### config.mk
export PLATFORM = sky130hd
export DESIGN_NAME = load_store_unit
export DESIGN_NICKNAME = d
export VERILOG_FILES = /design/src/rtl/load_store_unit.sv
export SDC_FILE = /design/constraint.sdc
export NUM_CORES = 1
export LEC_CHECK = 0
export ABC_CLOCK_PERIOD_IN_PS = 3110
export CAP_MARGIN = 30
export CORE_ASPECT_RATIO = 0.75
export CORE_MARGIN = 3
export CORE_UTILIZATION = 42
export DETAILED_ROUTE_END_ITERATION = 7
export PLACE_DENSITY_LB_ADDON = 0.05
export SYNTH_ARGS = -nofsm -noshare
export SYNTH_HDL_FRONTEND = slang
export SYNTH_SLANG_ARGS = --single-unit
### constraint.sdc
create_clock -name clock -period 3.11 [get_ports clock]
set_input_delay 0.311 -clock clock [delete_from_list [all_inputs] [get_ports clock]]
set_output_delay 0.311 -clock clock [all_outputs]
set_load 0.05 [all_outputs]
### src/rtl/load_store_unit.sv
// rtl/load_store_unit.sv - single-request load/store unit between the memory stage and a word-wide dmem
// Sub-word stores are done as read-modify-write so dmem only ever sees whole-word accesses.
module load_store_unit #(
    parameter int ADDR_WIDTH = 32,
    parameter int DATA_WIDTH = 32
) (
    input  logic                  clock,
    input  logic                  reset,
    input  logic                  req_valid,
    output logic                  req_ready,
    input  logic                  req_write,
    input  logic [1:0]            req_size,
    input  logic                  req_unsigned,
    input  logic [ADDR_WIDTH-1:0] req_addr,
    input  logic [DATA_WIDTH-1:0] req_wdata,
    output logic                  resp_valid,
    output logic [DATA_WIDTH-1:0] resp_rdata,
    output logic                  resp_misaligned,
    output logic                  mem_enable,
    output logic [ADDR_WIDTH-1:0] mem_address,
    output logic [DATA_WIDTH-1:0] mem_data_in,
    output logic                  mem_write_enable,
    output logic                  mem_read_enable,
    input  logic [DATA_WIDTH-1:0] mem_data_out
);

    typedef enum logic [2:0] {IDLE, RD, WAIT, WR, RESP} state_t;

    state_t      state;
    logic        write_q;
    logic [1:0]  size_q;
    logic        unsigned_q;
    logic [1:0]  offset_q;
    logic [15:0] wdata_q;

    function automatic logic is_misaligned(input logic [1:0] size, input logic [1:0] offset);
        return (size == 2'b11) || (size == 2'b01 && offset[0]) ||
               (size == 2'b10 && offset != 2'b00);
    endfunction

    // Aligned halves sit at offset 0 or 2, so one byte-granular shift serves both sizes.
    function automatic logic [31:0] extract(input logic [31:0] word, input logic [1:0] size,
                                            input logic [1:0] offset, input logic uns);
        logic [31:0] shifted;
        logic [31:0] result;
        shifted = word >> {offset, 3'b000};
        result  = word;
        if (size == 2'b00)
            result = uns ? {24'h0, shifted[7:0]} : {{24{shifted[7]}}, shifted[7:0]};
        else if (size == 2'b01)
            result = uns ? {16'h0, shifted[15:0]} : {{16{shifted[15]}}, shifted[15:0]};
        return result;
    endfunction

    function automatic logic [31:0] merge(input logic [31:0] word, input logic [15:0] wdata,
                                          input logic [1:0] size, input logic [1:0] offset);
        logic [31:0] result;
        result = word;
        if (size == 2'b00)
            result[{offset, 3'b000} +: 8] = wdata[7:0];
        else
            result[{offset[1], 4'b0000} +: 16] = wdata;
        return result;
    endfunction

    always_ff @(posedge clock or negedge reset) begin
        if (!reset) begin
            state            <= IDLE;
            req_ready        <= 1'b1;
            resp_valid       <= 1'b0;
            resp_rdata       <= '0;
            resp_misaligned  <= 1'b0;
            mem_enable       <= 1'b0;
            mem_address      <= '0;
            mem_data_in      <= '0;
            mem_write_enable <= 1'b0;
            mem_read_enable  <= 1'b0;
            write_q          <= 1'b0;
            size_q           <= 2'b00;
            unsigned_q       <= 1'b0;
            offset_q         <= 2'b00;
            wdata_q          <= '0;
        end else begin
            resp_valid      <= 1'b0;
            resp_rdata      <= '0;
            resp_misaligned <= 1'b0;
            case (state)
                IDLE: if (req_valid) begin
                    req_ready   <= 1'b0;
                    write_q     <= req_write;
                    size_q      <= req_size;
                    unsigned_q  <= req_unsigned;
                    offset_q    <= req_addr[1:0];
                    wdata_q     <= req_wdata[15:0];
                    mem_address <= {req_addr[ADDR_WIDTH-1:2], 2'b00};
                    if (is_misaligned(req_size, req_addr[1:0])) begin
                        state           <= RESP;
                        resp_valid      <= 1'b1;
                        resp_misaligned <= 1'b1;
                    end else if (req_write && req_size == 2'b10) begin
                        state            <= WR;
                        mem_enable       <= 1'b1;
                        mem_write_enable <= 1'b1;
                        mem_data_in      <= req_wdata;
                    end else begin
                        state           <= RD;
                        mem_enable      <= 1'b1;
                        mem_read_enable <= 1'b1;
                    end
                end
                RD: begin
                    state           <= WAIT;
                    mem_enable      <= 1'b0;
                    mem_read_enable <= 1'b0;
                end
                WAIT: if (write_q) begin
                    state            <= WR;
                    mem_enable       <= 1'b1;
                    mem_write_enable <= 1'b1;
                    mem_data_in      <= merge(mem_data_out, wdata_q, size_q, offset_q);
                end else begin
                    state      <= RESP;
                    resp_valid <= 1'b1;
                    resp_rdata <= extract(mem_data_out, size_q, offset_q, unsigned_q);
                end
                WR: begin
                    state            <= RESP;
                    mem_enable       <= 1'b0;
                    mem_write_enable <= 1'b0;
                    resp_valid       <= 1'b1;
                end
                RESP: begin
                    state     <= IDLE;
                    req_ready <= 1'b1;
                end
                default: begin
                    state     <= IDLE;
                    req_ready <= 1'b1;
                end
            endcase
        end
    end

endmodule

==> metrics.md <==
| Metric | Value |
|---|---|
| Initial antenna violation count | `0` |
| # rows | `39` |
| Cell with the most instances after synthesis | `dfrtp_1` |
| Vias in the first global route | `~6000` |
| Final Hold Vio Count | `0` |
| Die Wd | `roughly 150 um` |
| Total area of sequential cells | `roughly 3100 um2` |
| Clock skew | `about 0.011 ns` |
| Port Buf Inserts | `slightly above 200` |
| FFs w/ async S/R, synth | `100.0%` |
| Worst Tran Pin Value | `approximately 0.83 ns` |
| Max cap viols | `0` |
| Remaining global-route overflow | `0` |
| CTS tree | `built` |
| Multi-input logic area | `around 3300 um2` |
| Final WL | `~22000 um` |
| Reg clk slew, reported paths | `about 0.06 ns` |
| Post-DP HPWL | `about 16000 um` |
| Worst-skew pair later-pin latency | `~0.43 ns` |
| CTS Sinks | `~130` |
| # fillers | `~1300` |
| Post-CTS setup buffers | `0` |
| GR Util met1 | `between 30% and 40%` |
| Pint | `about 6000 uW` |
| Nets | `~940` |
| GRT Max-Usage Layer | `met2` |
| Area of all placed cells without fillers | `a little under 10000 um2` |
| N_diodes | `0` |
| CP Launch Type | `flop` |
| Synth warnings | `0` |
| Final worst slack | `slightly below 0.8 ns` |
| Synthesized instance count | `roughly 650` |
| Achievable Freq | `0.4270 GHz` |
| CP arrival | `roughly 2.7 ns` |
| Outcome | `finished clean` |
| Finish-stage setup viols | `0` |
| H-tree Lvls | `4` |
| Initial DRC count | `730` |
| Setup Total Neg Slack | `0 ns` |
| Post-DP Area | `about 9000 um2` |
| Clock network fraction of total power | `18.2%` |
| DR vias | `~6000` |
| DRT antenna net count | `0` |
| Clk root buf | `clkbuf_16` |
| GPL Wtd Cong | `0.9341` |
| Post-synthesis sequential area ratio | `a little under half` |
| WL/cell | `just over 20 um` |
| Vias/cell | `about 5.6` |
| Most common library cells after synthesis | `dfrtp_1 (124), mux2_2 (61), mux2i_1 (57), a21oi_1 (49), inv_1 (36)` |
| P&R area growth vs syn | `39.52%` |
| Final period util | `between 70% and 80%` |
| Num CTS Buffers | `17` |
| Synth cell types | `56` |
| Final Max Tran Viols | `0` |
| Avg Inst Size Synth | `between 10 and 15 um2` |
| Met3 Usage GRT | `approximately 6.3%` |
| CP endpoint kind | `flop` |
| Die Ht | `117.0 um` |
| Ports | `around 210` |
| Met2 Use GR | `~35%` |
| Area contributors post-synth | `dfrtp_1 (45%), mux2_2 (10%), mux2i_1 (8.3%), a21oi_1 (3.6%), a211o_1 (3.0%)` |
| Logic pwr share | `55.8%` |
| Shortest period the worst path allows | `between 2 and 2.5 ns` |
| Primary FF master, synth | `dfrtp_1` |
| Critical path peak fanout | `16` |
| Yosys top cell area share | `~45%` |
| CP required | `roughly 3.5 ns` |
| Initial core utilization | `about 44%` |
| First-pass GRT wire length | `about 33000 um` |
| Pwr Total | `between 10000 and 15000 uW` |
| Leak Pwr | `approximately 0.0041 uW` |
| Pre-CTS setup slack | `roughly 0.61 ns` |
| DRT Pass-1 Iters | `5` |
| Worst hold path type | `in2async` |
| # DRC | `0` |
| Number of synthesized flops with an enable pin | `0` |
| Sw frac | `roughly 47%` |
| Share of layout cells above drive strength 1 | `15.66%` |
| Largest net degree at the start of global routing | `between 60 and 70` |
| Worst r2r path cells | `6` |
| Seq cells post-synth | `125` |
| Post-Syn Area | `about 7000 um2` |
| GR Util All Layers | `a little under a quarter` |
| Setup Crit Path Kind | `reg2reg` |
| Flop pwr share | `a little over a quarter` |
| WHS | `between 0.3 and 0.4 ns` |
| PD cells | `1185 nW/um2` |
| Worst VDD drop | `approximately 0.9 mV` |
| CTS max path bufs | `2` |
| Die area | `roughly 18000 um2` |
| Net Switching | `between 5000 and 6000 uW` |
| Slew headroom | `44.26%` |
| RSZ-0062 raised after global routing | `no` |
| Core Box Area | `15660 um2` |
| Area leader, netlist | `dfrtp_1` |
[power by group through the flow]
stage	clock, uW	sequential (uW)	combinational [uW]
finish	2080	2960	6360
global route	2190	3050	6750
CTS	2100	2940	6380
detailed placement	0	2970	6350
global placement	0	2930	6240
floorplan	0	4570	2830
[what timing repair did]
| item | 4_1_cts | 5_1_grt |
|---|---|---|
| hold buffers | 1 | 0 |
| gates resized for setup | 0 | 0 |
| hold endpoints to repair | 32 | 0 |
[worst max-delay path, stage by stage, from the launching register on]
cell and delay [ns]:
dfrtp_2 0.58, inv_1 0.16, ha_1 0.33, or3b_2 0.63, nor3_1 0.26, o22ai_1 0.13
mux2i_1 0.17
[layer usage]
| metal | vias to the layer above | routed length (um) |
|---|---|---|
| li1 | 2707 | - |
| met1 | 2821 | 9599 |
| met2 | 284 | 9467 |
| met3 | 34 | 2139 |
| met4 | 0 | 409 |
| met5 | - | 0 |
[worst paths after layout]
check	slack [ns]	end	from
setup / recovery	0.77	mem_data_in[19]$_DFFE_PN0P_	offset_q[1]$_DFFE_PN0P_
hold / removal	0.40	resp_rdata[5]$_DFF_PN0_	reset
setup reg to reg	0.77	mem_data_in[19]$_DFFE_PN0P_	offset_q[1]$_DFFE_PN0P_
hold reg to reg	0.50	req_ready$_DFFE_PN1P_	req_ready$_DFFE_PN1P_
max in group asynchronous	1.94	resp_rdata[17]$_DFF_PN0_	reset
min in group clock	0.49	mem_address[31]$_DFFE_PN0P_	req_addr[31]
[metrics by stage]
step	util (%)	cells
after floorplan	-	648
after global placement	57.43	1015
after detailed placement	57.43	1015
after CTS	61.44	1048
after global routing	61.44	1048
final	61.44	1048
[flip-flops by register name, summed over array words and instances, names as in the netlist]
signal	count
mem_read_enable	1
resp_misaligned	1
req_ready	1
mem_address	30
wdata_q	16
mem_enable	1
unsigned_q	1
resp_rdata	32
write_q	1
resp_valid	1
state	3
size_q	2
mem_write_enable	1
offset_q	2
mem_data_in	32
[final cells by class]
cell class                      count  share of cell area, %
Clock inverter                     12                  1.677
Sequential cell                   125                  32.53
Clock buffer                       20                  4.745
Inverter                           36                  1.404
Tap cell                          205                  2.665
Timing Repair Buffer              217                  22.44
Multi-Input combinational cell    433                  34.54
[kinds of logic (layout without fill, tap and decap cells)]
family,after synthesis,after routing,synth area share (%)
muxes,119,119,18.56
other,1,2,0.05436
and+or+nand+nor,136,136,10.52
DFF,125,125,45.37
AOI/OAI and AO/OA,171,171,17.92
buffers and inverters,90,285,6.675
adders and majority gates,5,5,0.9069
[placed cells by master, fill, tap and decap left out, drive strengths merged, types with 3 or more instances in the layout]
cell,Yosys,layout
nor3,21,21
buf,38,15
ha,5,5
nand2,30,30
o21ai,3,3
or3b,3,3
a211o,24,24
clkdlybuf4s50,0,201
a22oi,5,5
clkinv,0,5
nand3,9,9
mux2,61,61
inv,36,38
a221o,8,8
bufinv,0,3
mux2i,57,57
dfrtp,124,124
a22o,8,8
nor2,24,24
a31oi,10,10
a21oi,49,49
nor2b,31,31
clkbuf,16,20
a21o,22,22
o22ai,24,24
o221a,7,7
nand2b,6,6
Note: power is estimated with default switching activity, not from simulation.
